## config.mk

```make
export PLATFORM = sky130hd
export DESIGN_NAME = water_led_seq
export DESIGN_NICKNAME = d
export VERILOG_FILES = /design/src/rtl/water_led_pkg.sv /design/src/rtl/water_led_dwell.sv /design/src/rtl/water_led_seq.sv
export SDC_FILE = /design/constraint.sdc
export NUM_CORES = 1
export LEC_CHECK = 0
export CAP_MARGIN = 5
export CORE_MARGIN = 2
export CORE_UTILIZATION = 67
export CTS_BUF_LIST = sky130_fd_sc_hd__clkbuf_4 sky130_fd_sc_hd__clkbuf_8 sky130_fd_sc_hd__clkbuf_16
export DETAILED_ROUTE_END_ITERATION = 8
export DONT_BUFFER_PORTS = 1
export PLACE_DENSITY = 0.83
export SETUP_SLACK_MARGIN = 0.3
export SLEW_MARGIN = 20
export SYNTH_ARGS = -nofsm -noshare
export SYNTH_HDL_FRONTEND = slang
export SYNTH_HIERARCHICAL = 1
export SYNTH_SLANG_ARGS = --single-unit
export TNS_END_PERCENT = 50
```

## constraint.sdc

```tcl
create_clock -name sys_clk -period 3.57 [get_ports sys_clk]
set_input_delay 0.357 -clock sys_clk [delete_from_list [all_inputs] [get_ports sys_clk]]
set_output_delay 0.357 -clock sys_clk [all_outputs]
set_load 0.01 [all_outputs]
```

## src/rtl/water_led_pkg.sv

```systemverilog
// Shared types and constants for the water-LED select-code sequencer.
// Optional ping-pong stepping is enabled by defining WATER_LED_BOUNCE_EN.
package water_led_pkg;

  localparam int unsigned CODE_W = 3;
  localparam int unsigned CNT_W  = 24;

  localparam logic [CNT_W-1:0] CNT_MAX_DEFAULT = 24'd9_999_999;

  typedef enum logic [1:0] {
    IDLE = 2'd0,
    RUN  = 2'd1,
    HOLD = 2'd2
  } state_e;

  typedef logic [CODE_W-1:0] code_t;

  // Modulo-8 step; the carry/borrow is dropped by the return width.
  function automatic code_t code_step(input code_t code, input logic down);
    return down ? (code - code_t'(1)) : (code + code_t'(1));
  endfunction

  // True when a step in the given direction has reached the far end of the range.
  function automatic logic code_at_end(input code_t code, input logic down);
    return down ? (code == '0) : (code == '1);
  endfunction

endpackage

```

## src/rtl/water_led_dwell.sv

```systemverilog
// Dwell counter: counts enabled clocks and flags the terminal count,
// wrapping to zero on the enabled edge that follows the terminal count.
module water_led_dwell
  import water_led_pkg::*;
#(
  parameter logic [CNT_W-1:0] CNT_MAX = CNT_MAX_DEFAULT
) (
  input  logic i_clk,
  input  logic i_rst_n,
  input  logic i_en,
  input  logic i_clr,
  output logic o_tc
);

  logic [CNT_W-1:0] r_cnt;
  logic [CNT_W-1:0] w_cnt_nxt;

  assign o_tc = (r_cnt == CNT_MAX);

  // Clear wins over enable so a HOLD->IDLE exit always lands on zero.
  always_comb begin
    w_cnt_nxt = r_cnt;
    if (i_clr) begin
      w_cnt_nxt = '0;
    end else if (i_en) begin
      w_cnt_nxt = o_tc ? '0 : (r_cnt + CNT_W'(1));
    end
  end

  always_ff @(posedge i_clk or negedge i_rst_n) begin
    if (!i_rst_n) begin
      r_cnt <= '0;
    end else begin
      r_cnt <= w_cnt_nxt;
    end
  end

endmodule

```

## src/rtl/water_led_seq.sv

```systemverilog
// Water-LED sequencer: steps a 3-bit decoder select code once per dwell period.
// Define WATER_LED_BOUNCE_EN for ping-pong stepping instead of modulo-8 wrap.
module water_led_seq
  import water_led_pkg::*;
#(
  parameter logic [CNT_W-1:0] CNT_MAX = CNT_MAX_DEFAULT
) (
  input  logic              sys_clk,
  input  logic              sys_rst_n,
  input  logic              start,
  input  logic              stop,
  input  logic              dir,
  output logic [CODE_W-1:0] code_out,
  output logic              step_vld,
  output logic              run
);

  state_e r_state;
  state_e w_state_nxt;

  code_t  r_code;
  code_t  w_code_nxt;
  logic   r_step_vld;

  logic   w_tc;
  logic   w_cnt_en;
  logic   w_clear;
  logic   w_step;
  logic   w_step_down;

  // stop dominates: it suppresses counting and stepping on the edge it is seen.
  assign w_cnt_en = (r_state == RUN) && !stop;
  assign w_step   = w_cnt_en && w_tc;
  assign w_clear  = (r_state == HOLD) && stop;

  water_led_dwell #(
    .CNT_MAX (CNT_MAX)
  ) u_dwell (
    .i_clk   (sys_clk),
    .i_rst_n (sys_rst_n),
    .i_en    (w_cnt_en),
    .i_clr   (w_clear),
    .o_tc    (w_tc)
  );

  always_ff @(posedge sys_clk or negedge sys_rst_n) begin
    if (!sys_rst_n) begin
      r_state <= IDLE;
    end else begin
      r_state <= w_state_nxt;
    end
  end

  always_comb begin
    w_state_nxt = r_state;
    unique case (r_state)
      IDLE: begin
        if (start && !stop) begin
          w_state_nxt = RUN;
        end
      end
      RUN: begin
        if (stop) begin
          w_state_nxt = HOLD;
        end
      end
      HOLD: begin
        if (stop) begin
          w_state_nxt = IDLE;
        end else if (start) begin
          w_state_nxt = RUN;
        end
      end
      default: w_state_nxt = IDLE;
    endcase
  end

  always_comb begin
    run      = (r_state == RUN);
    code_out = r_code;
    step_vld = r_step_vld;
  end

`ifdef WATER_LED_BOUNCE_EN
  logic r_dir;
  logic w_load_dir;

  assign w_load_dir  = (r_state == IDLE) && (w_state_nxt == RUN);
  assign w_step_down = r_dir;

  // Direction is latched at launch, then reverses whenever a step hits an end.
  always_ff @(posedge sys_clk or negedge sys_rst_n) begin
    if (!sys_rst_n) begin
      r_dir <= 1'b0;
    end else if (w_load_dir) begin
      r_dir <= dir;
    end else if (w_step && code_at_end(w_code_nxt, r_dir)) begin
      r_dir <= ~r_dir;
    end
  end
`else
  assign w_step_down = dir;
`endif

  assign w_code_nxt = code_step(r_code, w_step_down);

  always_ff @(posedge sys_clk or negedge sys_rst_n) begin
    if (!sys_rst_n) begin
      r_code     <= '0;
      r_step_vld <= 1'b0;
    end else begin
      r_step_vld <= w_step;
      if (w_clear) begin
        r_code <= '0;
      end else if (w_step) begin
        r_code <= w_code_nxt;
      end
    end
  end

endmodule

```

Word level (Yosys, flattened, before mapping) --
Index checks and enable logic that the tools add are counted.
Storage, ports and cells: bits in registers 30, logic and storage cells 33
Operators by class: reduce and logical (&&, ||, !) cells 9, muxes and demuxes 11, equal/unequal tests 6, add/sub/neg operators 3
Operators with widths (number):
- 24-bit two-way mux | 3
- 24-bit by 1-bit adder with 24-bit output (second input constant) | 1
- 24-bit equality test (second input constant) | 1
- 3-bit two-way mux | 3
- 2-bit two-way mux | 4
- 2-bit one-hot mux with 3 select lines | 1
- 1-bit logical AND | 4
- 2-bit inequality test (second input constant) | 2
- 2-bit nonzero test | 2
- 3-bit by 1-bit adder with 3-bit output (second input constant) | 1
- 3-bit inequality test (second input constant) | 1
- 3-bit AND reduction | 1
- 3-bit by 1-bit subtractor with 3-bit output (second input constant) | 1
- 2-bit by 1-bit equality test with 1-bit output (second input constant) | 1
- 2-bit equality test (second input constant) | 1
- 2-bit zero test | 1
- 1-bit zero test | 1

Longest topological paths before layout --
Gate-level depths: netlist of run 1.
depth in word-level cells 5, mapped depth 8, depth with buffers taken out 6

By module --
The synthesis of run 1 kept the hierarchy.
Modules (own cells, without submodules):
- water_led_dwell | cells an instance 162, instances 1, area an instance 1467.7 um^2, seq. area each 600.6 um^2
- water_led_seq | cells an instance 34, instances 1, area an instance 362.8 um^2, seq. area each 150.1 um^2

Least setup slack after synthesis of run 1 --
No wires, ideal clock.
kind reg2reg, start register u_dwell.r_cnt[13], end register r_code[0] (netlist: code_out[0]), clock period less this slack 1971 ps, arrival time 1878 ps, slack 1599 ps, cell stages (with the launch flop) 7, setup time 94 ps, cell sequence dfrtp_1 > clkbuf_8 > or4_2 > nor4_1 > nor3b_2 > nor2_1 > a211oi_1
Between the ends: longest elaborated chain between the ends 3
RTL lines:
- start, declared | line water_led_dwell.sv:15 | logic [CNT_W-1:0] r_cnt;
- start signal, assigned | line water_led_dwell.sv:34 | r_cnt <= w_cnt_nxt;
- 24-bit equality test | line water_led_dwell.sv:18 | assign o_tc = (r_cnt == CNT_MAX);
- net w_tc | line water_led_seq.sv:25 | logic w_tc;
- 1-bit logical AND | line water_led_seq.sv:33 | assign w_step = w_cnt_en && w_tc;
- 2-bit nonzero test (no line)
- end signal, assigned | line water_led_seq.sv:116 | r_code <= w_code_nxt;
- end, declared | line water_led_seq.sv:21 | code_t r_code;
The timed path passes the listed nets, and every way through them passes these cells. A chain may end at the register's enable or synchronous reset.

Final worst setup path of run 1 --
start register u_dwell.r_cnt[14], end register r_code[0] (netlist: code_out[0])
Same word-level chain as after synthesis.

==> run summary, run 1 <==
- Req. time, crit path: 3.81 ns
- H-Tree Depth: 2
- buffers and inverters on the worst path: 0
- top cells by area, synth: sky130_fd_sc_hd__dfrtp_1 (41%), sky130_fd_sc_hd__a21oi_1 (5.2%), sky130_fd_sc_hd__or4_1 (3.7%)
- slowest stage delay, CP: 0.69 ns
- wire length of the first global-routing pass: 7.02 mm
- I/O Buffers: 0
- total vias in the final route: 1,579
- Die Height: 56.3 µm
- clock network power share: 32.0%
- final estimated routing congestion in global placement: 0.868
- #FFs+latches synth: 30
- starting DRC count in detailed routing: 111
- number of nets still failing antenna checks after routing: 0
- most common flop cell mapped by yosys: sky130_fd_sc_hd__dfrtp_1
- highest-delay cell along the critical path: sky130_fd_sc_hd__or4_2
- critical path launch point type: flip-flop
- Routed wire per std cell: 17.9 µm
- maximum clock insertion buffer count: 2
- number of global-route vias before repair: 1,454
- clock slew seen by the registers of the worst setup and hold paths: 0.09 ns
- final worst-path cycle share: 65.7%
- Clock Sinks: 30
- min-delay worst type: primary input to flip-flop
- netlist area before placement: 1830 µm²
- most common cell after layout, fill and taps aside: sky130_fd_sc_hd__dfrtp_1
- synth unique cells: 52
- Largest delay share family, worst path: simple AND/OR/NAND/NOR gates
- initial antenna violation count: 0
- category of the most critical setup path: flip-flop to flip-flop
- Die W: 56.3 µm
- dpl cell area: 1810 µm²
- worst hold slack after final layout: 0.0845 ns
- GRT Residual Overflow: 0
- actual transition at the worst max-transition pin: 0.659 ns
- synthesized area per cell: 9.34 µm²
- Post-synth ARST share: 100%
- cell-internal power: 0.000488 W
- number of warnings reported in the yosys synthesis log: 6
- setup repair after global routing missed its margin: false
- post-synth top area share: 41.0%
- status: completed
- number of cells produced by synthesis: 196
- final net count: 203
- biggest area consumer among synthesized cells: sky130_fd_sc_hd__dfrtp_1
- CTS tree: yes
- shortest period the worst path allows: 2.34 ns
- highest clock frequency the design can meet: 0.427 GHz
- Starting Density: 72.6%
- growth of design area from synthesis to finish: 3.76%
- share of power burned in combinational logic: 10.5%
- data arrival time at the worst-slack endpoint: 2.59 ns
- largest net degree at the start of global routing: 31
- critical path fanouts, max: 9
- synthesized netlist net count: 203
- antenna fix cells: 0
- number of synthesized flops with an enable pin: 0
- final worst slack: 1.23 ns
- GRT Resource Usage Total: 28.5%
- total design power: 0.000668 W
- Psw: 0.000181 W
- clk_lat worst skew: 0.33 ns
- Detailed Route WL: 4.05 mm
- number of rows in the core area: 18
- total iterations of the first detailed-routing run: 4
- sequential share of power: 57.5%
- Sum Neg Setup Slack: 0 ns
- Residual DRC: 0
- capturing element type of the critical path: flip-flop
- drt via density: 6.96
- Core ar.: 2520 µm²
- CTS buffer count: 5
- number of pins with negative max-slew slack in the final report: 0
- I/O pin count: 10
- Power Density: 352 nW/µm²
- share of the yosys chip area belonging to registers: 41.0%
- # setup viols final: 0
- worst slew slack as a fraction of its limit: 55.6%
- Worst Clk Skew: 0.00899 ns
- Post-Layout Inst Area: 1900 µm²
- share of layout cells above drive strength 1: 12.2%
- DIE AREA: 3170 µm²
- number of endpoints with negative hold slack in the final report: 0
- maximum VDD drop: 0.000404 V
- Leakage: 0.740 nW
- cell at the root of the clock tree: sky130_fd_sc_hd__clkbuf_4
- most frequent cells in the layout: sky130_fd_sc_hd__dfrtp_1 (30), sky130_fd_sc_hd__a21oi_1 (19), sky130_fd_sc_hd__nand2_1 (17)
- series of cell instances along the critical path: or4_2 -> nor4_1 -> nor3b_2 -> nor2_1 -> a211oi_1
- number of maximum-capacitance violations: 0
- DP Wirelength: 2.79 mm
- post-place setup slack: 1.30 ns
- # Post-CTS Setup Buffers: 0
- proportion of total power due to net switching: 27.0%
## routing by layer
metal,up-vias,global-route usage (%),share of wire (%)
li1,741,-,-
met1,746,38.7,44
met2,78,41.8,46
met3,14,6.91,7.5
met4,0,15.3,2.1
met5,-,0,0
## cells in the mapped netlist, drive strengths merged (2+ instances only)
library cell	number
nor3b	3
o31ai	8
xnor2	2
nand3	9
a31oi	2
and3	5
buf	5
or3	9
nor4b	2
nor2	13
a211oi	2
clkbuf	4
o211ai	2
or4	10
and2	3
nand2b	3
and4	2
dfrtp	30
xor2	6
a21oi	19
nand4	9
nor4	3
o21ai	8
inv	7
nand2	17
## power by group through the flow
stage / Clock (W) / Sequential, W / Combinational [W]
after floorplan: 0 / 0.000383 / 0.0000503
after global placement: 0 / 0.000387 / 0.0000548
after detailed placement: 0 / 0.000390 / 0.0000596
after CTS: 0.000220 / 0.000383 / 0.0000704
after global routing: 0.000232 / 0.000388 / 0.0000779
final: 0.000214 / 0.000384 / 0.0000703
## logic make-up (layout without fill, tap and decap cells)
| logic type | Yosys count | in the layout | share of synthesized area [%] |
|---|---|---|---|
| xor+xnor | 8 | 8 | 3.83 |
| fa+ha+maj | 2 | 2 | 1.78 |
| simple gates | 93 | 93 | 31.6 |
| compound gates | 47 | 47 | 17.0 |
| flops | 30 | 30 | 41.0 |
| buf+inv | 16 | 17 | 4.85 |
## stage by stage
stage	instances	utilization, %
final	227	75.3
after global routing	227	75.3
after CTS	227	75.3
after detailed placement	217	71.6
after global placement	217	71.6
after floorplan	196	-
## worst paths after layout
path	slack [ns]	cells after the start	to	from
worst min register to register	0.57	2	u_dwell/r_cnt[5]	u_dwell/r_cnt[5]
worst min-delay path	0.08	1	r_state[0]	stop
worst max register to register	1.23	5	code_out[0]	u_dwell/r_cnt[14]
min in group asynchronous	0.50	2	u_dwell/r_cnt[6]	sys_rst_n
max in group asynchronous	2.90	2	u_dwell/r_cnt[7]	sys_rst_n
worst max-delay path	1.23	5	code_out[0]	u_dwell/r_cnt[14]
## flip-flops by register name (all words and copies together), names as in the netlist
register and flops:
step_vld 1, code_out 3, u_dwell/r_cnt 24, r_state 2
## worst register-to-register path: stages (launching register included)
cell,delay (ns)
sky130_fd_sc_hd__dfrtp_1,0.49
sky130_fd_sc_hd__or4_2,0.70
sky130_fd_sc_hd__nor4_1,0.52
sky130_fd_sc_hd__nor3b_2,0.32
sky130_fd_sc_hd__nor2_1,0.06
sky130_fd_sc_hd__a211oi_1,0.16
## what timing repair did
item	CTS	global route
gates resized for setup	0	0
hold buffers	2	0
endpoints found under the hold margin	30	0
## layout make-up
class	instances	area (µm²)
clock inverter	1	5.00
inverter	7	26.3
sequential	30	751
tap	30	37.5
timing repair buffer	2	30.0
multi-input combinational	150	991
clock buffer	7	58.8
fill	174	623
No activity file was read; power rests on OpenSTA's default activity.
==> run 2: changes to the inputs <==
Settings changed: CORE_UTILIZATION 67 to 62, PLACE_DENSITY 0.83 to 0.78.
Clock period 3.57 ns to 2.3 ns, I/O delays scaled along.
==> run 2 against run 1 <==
Non-clock buffer count is 20 higher; clock skew up 0.00071 ns; maximum frequency is 20% higher; critical path depth grew 1; sequential power up 55%; highest routed layer unchanged.
==> run summary, run 2 (same netlist as run 1, synthesis figures left out) <==
- min-delay worst type: primary input to flip-flop
- maximum VDD drop: 0.000593 V, +47%
- status: completed
- final worst slack: 0.353 ns, -0.873 ns
- total vias in the final route: 1,701, +7.7%
- antenna fix cells: 0, unchanged
- most frequent cells in the layout: sky130_fd_sc_hd__dfrtp_1 (22), sky130_fd_sc_hd__a21oi_1 (19), sky130_fd_sc_hd__buf_4 (19)
- number of maximum-capacitance violations: 0, unchanged
- actual transition at the worst max-transition pin: 0.378 ns, -0.281 ns
- number of global-route vias before repair: 1,590, +9.4%
- data arrival time at the worst-slack endpoint: 2.14 ns, -0.45 ns
- largest net degree at the start of global routing: 31, unchanged
- CTS tree: yes
- initial antenna violation count: 0, unchanged
- DP Wirelength: 2.75 mm, -1.5%
- I/O Buffers: 0, unchanged
- Core ar.: 2780 µm², +10%
- DIE AREA: 3400 µm², +7.5%
- GRT Resource Usage Total: 27.1%, -1.4 points
- Power Density: 496 nW/µm², +41%
- wire length of the first global-routing pass: 7.02 mm, unchanged
- final net count: 223, +9.9%
- multi-input logic area: 1060 µm², +6.6%
- post-place setup slack: 0.166 ns, -1.14 ns
- critical path launch point type: flip-flop
- Sum Neg Setup Slack: 0 ns, unchanged
- highest clock frequency the design can meet: 0.514 GHz, +20%
- category of the most critical setup path: flip-flop to flip-flop
- placed insts: 222, +2.3%
- # setup viols final: 0, unchanged
- final worst-path cycle share: 84.7%, +19 points
- Starting Density: 65.8%, -6.8 points
- Req. time, crit path: 2.49 ns, -1.32 ns
- capturing element type of the critical path: flip-flop
- filler instances: 176, +1.1%
- Storage cell area: 761 µm², +1.3%
- Worst Clk Skew: 0.00970 ns, +0.000709 ns
- Routed wire per std cell: 18.4 µm, +3.1%
- worst hold slack after final layout: 0.0427 ns, -0.0418 ns
- number of rows in the core area: 19, +1
- GR Layer Usage met2: 43.7%, +1.8 points
- critical path fanouts, max: 15, +6
- met1 usage: 35.1%, -3.7 points
- Biggest register: u_dwell/r_cnt
- drt via density: 6.86, -1.4%
- Clock Sinks: 30, unchanged
- number of endpoints with negative hold slack in the final report: 0, unchanged
- setup repair after global routing missed its margin: false
- number of flip-flops under the largest register name: 24, unchanged
- maximum clock insertion buffer count: 2, unchanged
- clock slew seen by the registers of the worst setup and hold paths: 0.09 ns, about the same
- starting DRC count in detailed routing: 111, unchanged
- number of nets still failing antenna checks after routing: 0, unchanged
- number of pins with negative max-slew slack in the final report: 0, unchanged
- clk_lat worst skew: 0.32 ns, about the same
- Die Height: 58.3 µm, +3.7%
- shortest period the worst path allows: 1.95 ns, -0.397 ns
- Post-Layout Inst Area: 2130 µm², +12%
- Leakage: 0.871 nW, +18%
- worst slew slack as a fraction of its limit: 74.8%, +19 points
- share of layout cells above drive strength 1: 28.1%, +16 points
- final estimated routing congestion in global placement: 0.904, +4.1%
- busiest grt layer: met2
- Detailed Route WL: 4.56 mm, +13%
- GRT Residual Overflow: 0, unchanged
- I/O pin count: 10, unchanged
- H-Tree Depth: 2, unchanged
- CTS buffer count: 5, unchanged
- global-route met3 utilization: 6.37%, -0.54 points
- Residual DRC: 0, unchanged
- number of standard cells in the layout, taps in and fillers out: 248, +9.3%
- cell at the root of the clock tree: sky130_fd_sc_hd__clkbuf_4
- most common cell after layout, fill and taps aside: sky130_fd_sc_hd__dfrtp_1
- growth of design area from synthesis to finish: 16.3%
- dpl cell area: 1840 µm², +1.7%
- Die W: 58.3 µm, +3.7%
- total iterations of the first detailed-routing run: 7, +3
[run 2: cell types whose count changed in the layout (fill, tap and decap cells not counted), moves of 2 or more]
cell | previous run | this run
sky130_fd_sc_hd__nor4_1 | 3 | 1
sky130_fd_sc_hd__buf_4 | 0 | 19
sky130_fd_sc_hd__nor4_4 | 0 | 2
sky130_fd_sc_hd__dfrtp_2 | 0 | 8
sky130_fd_sc_hd__nand2_1 | 17 | 15
sky130_fd_sc_hd__dfrtp_1 | 30 | 22
[run 2: metrics by stage]
step | util, % | total power (W)
2_1_floorplan | - | 0.000672
6_report | 76.5 | 0.00106
3_3_place_gp | 66.0 | 0.000690
5_1_grt | 76.5 | 0.00111
3_5_place_dp | 66.0 | 0.000699
4_1_cts | 70.7 | 0.00106
[run 2: cell type report]
cell class / count / share of cell area [%]
clock inverters: 1 / 0.235
inverters: 7 / 1.23
flip-flops and latches: 30 / 35.7
repair buffers: 22 / 8.58
clock buffers: 7 / 2.76
well taps: 31 / 1.82
multi-input cells: 150 / 49.6
[run 2: worst paths after layout]
kind / slack, ns / end / depth (start not counted) / from
worst min-delay path: 0.04 / r_state[0] / 2 / start
min in group asynchronous: 0.34 / u_dwell/r_cnt[21] / 2 / sys_rst_n
max in group asynchronous: 1.77 / r_state[1] / 2 / sys_rst_n
worst max register to register: 0.35 / u_dwell/r_cnt[16] / 6 / u_dwell/r_cnt[20]
worst min register to register: 0.59 / u_dwell/r_cnt[5] / 2 / u_dwell/r_cnt[5]
worst max-delay path: 0.35 / u_dwell/r_cnt[16] / 6 / u_dwell/r_cnt[20]
[run 2: power by group]
group | leakage, nW | switching [W] | total [W] | internal [W]
sequential | 0.392 | 0.0000402 | 0.000597 | 0.000557
combinational | 0.440 | 0.0000743 | 0.000126 | 0.0000520
clock | 0.0387 | 0.000173 | 0.000333 | 0.000160
total | 0.871 | 0.000287 | 0.00106 | 0.000769
[run 2: worst max-delay path, cell delays in order (launching register included)]
cell	delay, ns
sky130_fd_sc_hd__dfrtp_1	0.40
sky130_fd_sc_hd__buf_4	0.14
sky130_fd_sc_hd__nor4bb_1	0.34
sky130_fd_sc_hd__nand4b_1	0.33
sky130_fd_sc_hd__o31ai_4	0.29
sky130_fd_sc_hd__buf_4	0.25
sky130_fd_sc_hd__a21oi_1	0.07
[run 2: routing by layer]
metal	vias to the layer above	wire, µm
met1	820	1820
met5	-	0
met4	0	94
met2	86	2300
met3	14	353
li1	781	-
[run 2: timing repair]
item / 4_1_cts / 5_1_grt
setup buffers: 2 / 13
resized for setup: 3 / 20
pin swaps: 0 / 3
hold endpoints to repair: 32 / 0
setup endpoints to repair: 9 / 16
hold buffers: 3 / 0
